## src/rtl/demux_sel_sequencer.sv

```systemverilog
// -----------------------------------------------------------------------------
// demux_sel_sequencer
//
// Upstream driver for a 4-to-16 demultiplexer. Channel requests
// ({chan, data}) are queued in a small FIFO. They are then played out one at a
// time on sel/demux_in:
//   - each channel is held for HOLD_CYCLES cycles;
//   - a GAP_CYCLES guard follows, with demux_in low, so that sel only ever
//     changes while demux_in is 0.
// A sweep mode walks channels 0..15 with data=1 for bring-up and self-test.
//
// Parameters:
//   DEPTH        request FIFO depth (power of 2, >= 2)
//   HOLD_CYCLES  cycles each channel is driven (>= 1)
//   GAP_CYCLES   data-low guard cycles after each channel (0 allowed)
//
// Ports:
//   clk          system clock, rising edge
//   rst_n        asynchronous active-low reset
//   req_valid    request present
//   req_ready    FIFO can accept a request (registered)
//   req_chan     requested demux channel
//   req_data     value to route to that channel
//   sweep_start  single-cycle pulse; starts a 0..15 sweep when idle and empty
//   sel          demux select
//   demux_in     demux data input
//   active       high while a channel is being driven
//   done         one-cycle pulse at the end of each channel's hold
//   sweep_done   one-cycle pulse when a sweep has finished its last gap
//   fifo_count   current FIFO occupancy
//
// FSM states:
//   state | meaning
//   IDLE  | waiting; pops a request or steps the sweep, demux_in low
//   DRIVE | sel/demux_in driven for HOLD_CYCLES cycles, active high
//   GAP   | guard interval, demux_in low, sel held
// -----------------------------------------------------------------------------
module demux_sel_sequencer #(
    parameter int DEPTH       = 4,
    parameter int HOLD_CYCLES = 4,
    parameter int GAP_CYCLES  = 1
) (
    input  logic                    clk,
    input  logic                    rst_n,
    input  logic                    req_valid,
    output logic                    req_ready,
    input  logic [3:0]              req_chan,
    input  logic                    req_data,
    input  logic                    sweep_start,
    output logic [3:0]              sel,
    output logic                    demux_in,
    output logic                    active,
    output logic                    done,
    output logic                    sweep_done,
    output logic [$clog2(DEPTH):0]  fifo_count
);

    localparam int AW   = $clog2(DEPTH);
    localparam int CNTW = AW + 1;
    localparam int TMAX = (HOLD_CYCLES > GAP_CYCLES) ? HOLD_CYCLES : GAP_CYCLES;
    localparam int TW   = $clog2(TMAX + 1);

    typedef enum logic [1:0] {
        IDLE  = 2'd0,
        DRIVE = 2'd1,
        GAP   = 2'd2
    } state_t;

    state_t          state;
    logic [3:0]      chan_mem [DEPTH];
    logic            data_mem [DEPTH];
    logic [AW-1:0]   wr_ptr;
    logic [AW-1:0]   rd_ptr;
    logic [TW-1:0]   tmr;
    logic            sweep_mode;
    logic [3:0]      sweep_chan;

    logic            push;
    logic            pop;
    logic            sweep_go;
    logic            tmr_last;
    logic            chan_end;
    logic            sweep_finish;
    logic            sweep_mode_nxt;
    logic [CNTW-1:0] count_nxt;

    // Handshake and FSM-side decisions.
    // pop and sweep_go are mutually exclusive: a sweep may only start when
    // the FIFO is empty.
    always_comb begin
        push     = req_valid && req_ready;
        pop      = (state == IDLE) && !sweep_mode && (fifo_count != '0);
        sweep_go = (state == IDLE) && !sweep_mode && (fifo_count == '0) && sweep_start;
        tmr_last = (tmr == TW'(1));

        // A channel slot ends on the last cycle of its gap.
        // With no gap, it ends on the last cycle of its hold.
        if (GAP_CYCLES == 0) begin
            chan_end = (state == DRIVE) && tmr_last;
        end else begin
            chan_end = (state == GAP) && tmr_last;
        end

        sweep_finish = sweep_mode && chan_end && (sweep_chan == 4'hF);

        sweep_mode_nxt = sweep_mode;
        if (sweep_go) begin
            sweep_mode_nxt = 1'b1;
        end else if (sweep_finish) begin
            sweep_mode_nxt = 1'b0;
        end

        count_nxt = fifo_count + CNTW'(push) - CNTW'(pop);
    end

    // FIFO storage; contents are don't-care after reset, so no reset here.
    always_ff @(posedge clk) begin
        if (push) begin
            chan_mem[wr_ptr] <= req_chan;
            data_mem[wr_ptr] <= req_data;
        end
    end

    // FIFO pointers, occupancy and the registered ready flag.
    // Pointers wrap naturally because DEPTH is a power of 2.
    always_ff @(posedge clk or negedge rst_n) begin
        if (!rst_n) begin
            wr_ptr     <= '0;
            rd_ptr     <= '0;
            fifo_count <= '0;
            req_ready  <= 1'b1;
        end else begin
            if (push) begin
                wr_ptr <= wr_ptr + AW'(1);
            end
            if (pop) begin
                rd_ptr <= rd_ptr + AW'(1);
            end
            fifo_count <= count_nxt;
            req_ready  <= (count_nxt < CNTW'(DEPTH)) && !sweep_mode_nxt;
        end
    end

    // Sequencer FSM. tmr is a down-counter loaded on entry to DRIVE/GAP;
    // the state ends when tmr reaches 1.
    always_ff @(posedge clk or negedge rst_n) begin
        if (!rst_n) begin
            state      <= IDLE;
            sel        <= 4'd0;
            demux_in   <= 1'b0;
            active     <= 1'b0;
            done       <= 1'b0;
            sweep_done <= 1'b0;
            tmr        <= '0;
            sweep_mode <= 1'b0;
            sweep_chan <= 4'd0;
        end else begin
            done       <= 1'b0;
            sweep_done <= 1'b0;
            sweep_mode <= sweep_mode_nxt;

            case (state)
                IDLE: begin
                    if (pop) begin
                        sel      <= chan_mem[rd_ptr];
                        demux_in <= data_mem[rd_ptr];
                        active   <= 1'b1;
                        tmr      <= TW'(HOLD_CYCLES);
                        state    <= DRIVE;
                    end else if (sweep_go) begin
                        sel        <= 4'd0;
                        sweep_chan <= 4'd0;
                        demux_in   <= 1'b1;
                        active     <= 1'b1;
                        tmr        <= TW'(HOLD_CYCLES);
                        state      <= DRIVE;
                    end else if (sweep_mode) begin
                        // Sweep mode leaves IDLE only after channels below 15,
                        // because sweep_mode clears as channel 15 ends.
                        // The increment therefore never wraps.
                        sel        <= sweep_chan + 4'd1;
                        sweep_chan <= sweep_chan + 4'd1;
                        demux_in   <= 1'b1;
                        active     <= 1'b1;
                        tmr        <= TW'(HOLD_CYCLES);
                        state      <= DRIVE;
                    end else begin
                        demux_in <= 1'b0;
                    end
                end

                DRIVE: begin
                    if (tmr_last) begin
                        done     <= 1'b1;
                        active   <= 1'b0;
                        demux_in <= 1'b0;
                        if (GAP_CYCLES == 0) begin
                            sweep_done <= sweep_finish;
                            state      <= IDLE;
                        end else begin
                            tmr   <= TW'(GAP_CYCLES);
                            state <= GAP;
                        end
                    end else begin
                        tmr <= tmr - TW'(1);
                    end
                end

                GAP: begin
                    demux_in <= 1'b0;
                    if (tmr_last) begin
                        sweep_done <= sweep_finish;
                        state      <= IDLE;
                    end else begin
                        tmr <= tmr - TW'(1);
                    end
                end

                default: begin
                    state    <= IDLE;
                    active   <= 1'b0;
                    demux_in <= 1'b0;
                end
            endcase
        end
    end

endmodule
```

## config.mk

```make
export PLATFORM = sky130hd
export DESIGN_NAME = demux_sel_sequencer
export DESIGN_NICKNAME = d
export VERILOG_FILES = /design/src/rtl/demux_sel_sequencer.sv
export SDC_FILE = /design/constraint.sdc
export NUM_CORES = 1
export LEC_CHECK = 0
export CAP_MARGIN = 15
export CORE_MARGIN = 10
export CORE_UTILIZATION = 50
export CTS_CLUSTER_DIAMETER = 200
export DETAILED_ROUTE_END_ITERATION = 8
export HOLD_SLACK_MARGIN = 0.15
export PLACE_DENSITY = 0.75
export SLEW_MARGIN = 20
export SYNTH_ARGS = -nofsm -noshare
export SYNTH_HDL_FRONTEND = slang
export SYNTH_SLANG_ARGS = --single-unit
```

## constraint.sdc

```tcl
create_clock -name clk -period 2.27 [get_ports clk]
set_clock_uncertainty 0.15 [all_clocks]
set_input_delay 0.227 -clock clk [delete_from_list [all_inputs] [get_ports clk]]
set_output_delay 0.227 -clock clk [all_outputs]
set_load 0.005 [all_outputs]
```

==> results.cfg, run 1 <==
[routing]
firstDrtPassIters = 4
wl_per_cell_um = 15.5
vias = 1340
antenna_left = 0
vias_per_cell = 5.51
finalWirelength_mm = 3.76
drt_iter0_markers = 48
remaining_drc_errors = 0

[finish]
drive_above_1_share = 0.218
layout.cells.non_filler = 243
n_antenna_cell = 0
nets = 214
utilization = 0.645
syn_to_final_growth_pct = 22.3

[die]
rows = 23
io_pins = 21
die_x_um = 85.4
fp.dieArea_um2 = 7300
core_um2 = 4060
initial_core_util = 0.527
die_h_um = 85.4

[logic_synthesis]
ys.flop_type = dfrtp_1
yosys.area.top_type_share = 0.292
synth_most_common_cell = dfrtp_1
async_flop_share = 0.565
netlist_area_um2 = 2140
synth_edf_count = 20
synth_area_leader_cell = dfrtp_1
synth_cell_type_count = 44
synth-seq-area-share = 0.585
ys_ff_latch = 46
synth_area_per_cell_um2 = 13.6
synthTopCellsByCount = dfrtp_1 (25), edfxtp_1 (20), nand2_1 (13)
synth_warnings = 0
synthCells = 157
synth.area.top_cells = dfrtp_1 (29%), edfxtp_1 (28%), ha_1 (7.0%)
syn_nets = 179

[placed_design]
portBuffers = 20
place_hpwl_mm = 2.86
dpl_worst_slack_ps = -34.4
numPlacedInstances = 230
gp_congestion = 0.821

[power]
ir_worst_vdd_mv = 0.706
p_per_area_nw_per_um2 = 1320
p_leak_nw = 1.04

[global_route]
track_usage = 0.113
grt_pass1_wl_mm = 6.62
grt_max_degree = 27
antenna_found_initial = 0
grt_pass1_vias = 1401
grt-ovfl-total = 0

[worst_setup_path]
critPathSlowestCell = dfrtp_1
worstSetupEndpointType = register
criticalPathCategory = register to register
crit_chain = inv_2 > ha_4 > nor3b_4 > xnor2_2 > ha_2 > inv_2 > fa_2 > xnor2_2 > xnor2_1 > nor2_1
worstPathMaxFanout = 2
worst_ep_arrival_time_ps = 2300
crit_required_ps = 2350
cp-start-kind = register
critical_path.max_stage_delay_ps = 400

[hold_path]
hold_path.class = register to register

[sta]
period_share = 0.976
period_needed_ps = 2220
worst_pin_slew_ps = 478
layout_setup_ws_ps = 54.2
setup-violations-final = 0
slew_headroom = 0.679
rsz0062_at_grt = true
final-max-slew-violation-count = 0
hold_violations = 0
fmax_mhz = 451

[clock_tree]
cts_tree = yes
clk_pin_slew_ps = 90
clock_latency_ps = 300
htreeDepth = 2
cts_buffers = 5
root_buffer = clkbuf_8
cts_sinks = 46
cts_buffer_depth = 2

[outcome]
outcome = finished clean

[flow_run]
drv_cap = 0
==> flip-flops by register name, summed over array words and instances, names as in the netlist, 2 cells and up <==
name / cells
sel: 4
sweep_chan: 4
fifo_count: 3
data_mem: 4
tmr: 3
chan_mem: 16
state: 2
wr_ptr: 2
rd_ptr: 2
==> cell type report <==
type / count / area (um^2)
timing repair buffer: 33 / 300
tap: 50 / 62.6
clock inverter: 3 / 26.3
fill: 286 / 1440
sequential: 46 / 1250
clock buffer: 5 / 68.8
inverter: 9 / 33.8
multi-input combinational: 97 / 873
==> cell families (layout without fill, tap and decap cells) <==
kind of cell	count (synthesis)	count (layout)	share of synthesized area
muxes	8	8	0.0684
xor gates and xnor gates	8	8	0.0327
DFF	46	46	0.585
adders and majority gates	13	13	0.0795
AOI/OAI and AO/OA	27	27	0.0912
and+or+nand+nor	41	41	0.112
buffers and inverters	14	50	0.0310
==> power by group <==
group	leakage, nW	internal, mW	total, mW	switching (mW)
registers	0.491	1.12	1.33	0.219
clock network	0.0495	0.229	0.526	0.297
logic	0.501	0.861	1.59	0.734
total	1.04	2.21	3.46	1.25
==> what timing repair did <==
| item | in CTS | in global routing |
|---|---|---|
| pin swaps | 1 | 8 |
| setup endpoints to repair | 2 | 2 |
| hold buffers | 1 | 0 |
| buffers inserted | 2 | 2 |
| hold endpoints to repair | 25 | 0 |
| gates resized for setup | 1 | 8 |
==> worst max-delay path, delay by kind of cell, from the launching register on <==
family	cells	cell delay (ps)
flip-flops	1	400
AND/OR/NAND/NOR	2	300
buffers and inverters	2	120
adder cells (fa/ha/maj)	3	680
XOR/XNOR	3	500
==> layer usage <==
metal | track usage | vias up | part of all wire
li1 | - | 643 | -
met1 | 0.132 | 664 | 0.44
met2 | 0.187 | 27 | 0.49
met3 | 0.0421 | 6 | 0.060
met4 | 0.0404 | 0 | 0.014
met5 | 0 | - | 0
==> cells in the final DEF, fill, tap and decap left out, drive strengths merged, types with 3 or more instances in the layout <==
cell type       n
a21oi           6
and3            4
buf            12
clkbuf          5
clkdlybuf4s50  20
dfrtp          25
edfxtp         20
ha             12
inv            12
mux2            3
mux4            5
nand2          13
nand2b          3
nor2            8
o21ai           9
xnor2           7
==> per-stage QoR <==
step | TNS [ps] | cell area [um^2] | power, mW | hold slack [ps]
global placement | 0 | 2440 | 2.75 | 329
detailed placement | -34.4 | 2440 | 2.83 | 346
CTS | 0 | 2570 | 3.41 | 367
floorplan | -237 | 2160 | 2.33 | -219
global route | -56.9 | 2620 | 3.74 | 392
finish | 0 | 2620 | 3.46 | 362
==> worst paths after layout <==
check / from / end / slack [ps] / depth (start not counted)
max: state[0] / req_ready / 50 / 10
min: active / active / 360 / 1
max reg2reg: state[0] / req_ready / 50 / 10
min reg2reg: active / active / 360 / 1
max in group asynchronous: rst_n / req_ready / 990 / 3
min in group asynchronous: rst_n / rd_ptr[0] / 680 / 3
Note: power is estimated with default switching activity, not from simulation.
==> run 2, diff against run 1 <==
Settings changed: HOLD_SLACK_MARGIN 0.15 to 0.05.
==> run 2 against run 1 <==
Net effect:
- die area stayed put
- core utilization is 0.25 points lower
- cell count is 0.41% lower
- sequential share of layout area is 0.18 points higher
- clock power hardly changed
- wire length hardly changed
- hold slack worse by 230 ps
- global-route usage hardly changed
- highest routed layer unchanged
==> results.cfg, run 2 (synthesized netlist as in run 1, its figures left out) <==
[worst_setup_path]
crit_required_ps = 2350
worst_ep_arrival_time_ps = 2300
criticalPathCategory = register to register
ff2ff_setup_slack_ps = 50
r2r_cells = 10
cp-start-kind = register
worstPathMaxFanout = 2
worstSetupEndpointType = register

[clock_tree]
clk_pin_slew_ps = 100
clock_latency_ps = 300
cts_buffers = 5
cts_buffer_depth = 2
root_buffer = clkbuf_8
htreeDepth = 2
cts_tree = yes
cts-hold-fix-buffers = 0
cts_sinks = 46

[placed_design]
gp_congestion = 0.821
place_hpwl_mm = 2.86
placed_area_um2 = 2440
dpl_worst_slack_ps = -34.4
numPlacedInstances = 230
portBuffers = 20

[hold_path]
hold_path.class = primary input to asynchronous set/reset pin

[sta]
setup-violations-final = 0
period_needed_ps = 2220
period_share = 0.976
tns_ps = 0
worst_pin_slew_ps = 478
hold_violations = 0
slew_headroom = 0.679
hold_ws_ps = 131
fmax_mhz = 451
layout_setup_ws_ps = 54.5
rsz0062_at_grt = true
final-max-slew-violation-count = 0

[routing]
remaining_drc_errors = 0
drt_iter0_markers = 55
antenna_left = 0
vias = 1336
finalWirelength_mm = 3.76
vias_per_cell = 5.52
firstDrtPassIters = 4
wl_per_cell_um = 15.5

[outcome]
outcome = finished clean

[finish]
final_area_um2 = 2610
most-common-layout-cells = dfrtp_1 (25), edfxtp_1 (20), clkdlybuf4s50_1 (20)
nets = 213
layout.cells.non_filler = 242
largest_register_ffs = 16
syn_to_final_growth_pct = 21.9
utilization = 0.643
n_antenna_cell = 0
final_common_cell = dfrtp_1
fillerInstances = 287
max_flop_register = chan_mem
drive_above_1_share = 0.219

[global_route]
antenna_found_initial = 0
grt_pass1_wl_mm = 6.62
grt_pass1_vias = 1398
track_usage = 0.113
grt_max_degree = 27
grt-ovfl-total = 0

[die]
die_h_um = 85.4
core_um2 = 4060
io_pins = 21
fp.dieArea_um2 = 7300
rows = 23
initial_core_util = 0.527
die_x_um = 85.4

[power]
p_leak_nw = 1.04
ir_worst_vdd_mv = 0.706
total_power_mw = 3.46
p_per_area_nw_per_um2 = 1330

[flow_run]
drv_cap = 0
-- run 2: changes by cell type in the layout (fill, tap and decap cells not counted), sizes merged --
cell	before	now
dlygate4sd3	1	0
-- run 2: final cells by class --
cell class | count | area (um^2) | area share
well taps | 50 | 62.6 | 0.0240
flip-flops and latches | 46 | 1250 | 0.480
multi-input cells | 97 | 873 | 0.335
repair buffers | 32 | 290 | 0.111
clock buffers | 5 | 68.8 | 0.0264
inverters | 9 | 33.8 | 0.0130
clock inverters | 3 | 26.3 | 0.0101
-- run 2: path summary, 6_finish.rpt --
| kind | from | end |
|---|---|---|
| setup / recovery | state[0] | req_ready |
| hold / removal | rst_n | rd_ptr[0] |
| setup reg to reg | state[0] | req_ready |
| hold reg to reg | active | active |
| max in group asynchronous | rst_n | req_ready |
| min in group clk | active | active |
-- run 2: repair_timing --
item | in CTS | in global routing
pin swaps | 1 | 8
endpoints found under the setup margin | 2 | 2
gates cloned | 0 | 0
setup buffers | 2 | 2
gates resized for setup | 1 | 8
hold endpoints to repair | 0 | 0
-- run 2: power by group --
group | leakage [nW] | switching (mW) | internal (mW)
clock | 0.0495 | 0.297 | 0.229
sequential | 0.491 | 0.219 | 1.12
combinational | 0.496 | 0.734 | 0.860
-- run 2: routing by layer --
| layer | share of wire | vias up | GRT usage | wire length [um] |
|---|---|---|---|---|
| met5 | 0 | - | 0 | 0 |
| met4 | 0.014 | 0 | 0.0404 | 51 |
| met3 | 0.049 | 6 | 0.0411 | 183 |
| met2 | 0.49 | 22 | 0.187 | 1840 |
| met1 | 0.45 | 668 | 0.132 | 1680 |
| li1 | - | 640 | - | - |
-- run 2: critical path, cell delays in order (launching register included) --
cell and delay [ps]:
dfrtp_1 400, inv_2 80, ha_4 130, nor3b_4 230
xnor2_2 140, ha_2 190, inv_2 40, fa_2 360
xnor2_2 150, xnor2_1 210, nor2_1 70
==> run 3, diff against run 2 <==
Settings changed: PLACE_DENSITY 0.75 to 0.79.
==> run 3 against run 2 <==
Net effect:
- total power grew 2.1%
- maximum frequency shrank 1.2%
- hold slack gained 8.1 ps
- largest cell class unchanged
- highest routed layer unchanged
==> results.cfg, run 3 (synthesized netlist as in run 1, its figures left out) <==
[outcome]
outcome = finished clean

[routing]
remaining_drc_errors = 0
vias = 1330
wl_per_cell_um = 17.6
vias_per_cell = 5.50
finalWirelength_mm = 4.25
drt_iter0_markers = 115
firstDrtPassIters = 4
antenna_left = 0

[worst_setup_path]
worstPathMaxFanout = 2
reg2reg_to = req_ready
cp-start-kind = register
r2r_start = state[1]
criticalPathCategory = register to register
worstSetupEndpointType = register
worst_ep_arrival_time_ps = 2330
crit_required_ps = 2360
ff2ff_setup_slack_ps = 30
r2r_cells = 10

[power]
p_per_area_nw_per_um2 = 1360
p_leak_nw = 1.03
internal_power_mw = 2.23
pwr-share-seq = 0.378
power.share.clock = 0.151
combPwrFrac = 0.471
ir_worst_vdd_mv = 0.621
p_switching_mw = 1.30
swShare = 0.369

[global_route]
track_usage = 0.122
grt_max_degree = 27
grt_pass1_vias = 1479
grt-ovfl-total = 0
antenna_found_initial = 0
grt_pass1_wl_mm = 7.17

[placed_design]
gp_congestion = 0.837
place_hpwl_mm = 3.03
portBuffers = 20
placed_area_um2 = 2440
numPlacedInstances = 230

[die]
die_x_um = 85.4
rows = 23
initial_core_util = 0.527
core_um2 = 4060
die_h_um = 85.4
fp.dieArea_um2 = 7300
io_pins = 21

[finish]
most-common-layout-cells = dfrtp_1 (25), edfxtp_1 (20), clkdlybuf4s50_1 (20)
fillerInstances = 292
drive_above_1_share = 0.214
nets = 213
layout.cells.non_filler = 242
syn_to_final_growth_pct = 21.6
largest_register_ffs = 16
final_area_um2 = 2600
utilization = 0.641
max_flop_register = chan_mem
final_common_cell = dfrtp_1
n_antenna_cell = 0

[clock_tree]
cts-hold-fix-buffers = 0
cts_tree = yes
root_buffer = clkbuf_8
cts_sinks = 46
htreeDepth = 2
cts_buffers = 5
clock_latency_ps = 300
cts_buffer_depth = 2
clk_pin_slew_ps = 90

[sta]
final-max-slew-violation-count = 0
hold_ws_ps = 139
hold_violations = 0
rsz0062_at_grt = true
worst_pin_slew_ps = 505
setup-violations-final = 0
fmax_mhz = 446
period_share = 0.988
period_needed_ps = 2240
slew_headroom = 0.661

[hold_path]
hold_path.class = primary input to asynchronous set/reset pin

[flow_run]
drv_cap = 0
-- run 3: cell types whose count changed in the layout (fill, tap and decap cells not counted), sizes merged --
cell,change
inv,-1
clkinv,+1
-- run 3: power groups by stage --
stage	Combinational, mW	Sequential, mW	Clock (mW)
after floorplan	1.03	1.30	0
after global placement	1.40	1.33	0
after detailed placement	1.50	1.35	0
after CTS	1.56	1.32	0.540
after global routing	1.85	1.37	0.589
final	1.66	1.33	0.533
-- run 3: per-stage QoR --
stage,power [mW],setup TNS [ps],worst slack (ps)
after floorplan,2.33,-237,-145
after global placement,2.73,0,104
final,3.53,0,27.1
after CTS,3.42,0,3.54
after global routing,3.81,-89.2,-69.2
after detailed placement,2.85,-7.02,-7.02
-- run 3: worst max-delay path by stage --
stage,endpoint,slack (ps),depth (start not counted),from
after detailed placement,req_ready,-7,10,state[1]
final,req_ready,30,10,state[1]
after global placement,req_ready,100,10,state[1]
after global routing,req_ready,-70,10,state[0]
after floorplan,req_ready,-140,12,state[1]
after CTS,req_ready,4,10,state[1]
-- run 3: routing by layer --
metal  GRT usage  vias to the layer above  routed length [um]
li1            -                      632                   -
met1       0.137                      657                1720
met2       0.219                       35                2270
met3      0.0354                        6                 201
met4      0.0329                        0                  61
met5           0                        -                   0
-- run 3: final cells by class --
class	instances	area [um^2]	area share
inverter	9	33.8	0.0130
clock buffer	5	68.8	0.0265
tap	50	62.6	0.0241
clock inverter	3	28.8	0.0111
sequential	46	1250	0.481
multi-input combinational	97	865	0.332
timing repair buffer	32	290	0.112
-- run 3: critical path: stages (launching register included) --
cell and delay [ps]:
dfrtp_1 410, inv_2 110, ha_4 160, nor3b_4 210, xnor2_1 150, ha_2 200
inv_2 40, fa_2 360, xnor2_2 150, xnor2_2 140, nor2_1 90
-- run 3: what timing repair did --
action | 4_1_cts | 5_1_grt
endpoints found under the setup margin | 1 | 2
pin swaps | 0 | 6
resized for setup | 0 | 7
setup buffers | 2 | 2
endpoints found under the hold margin | 0 | 0
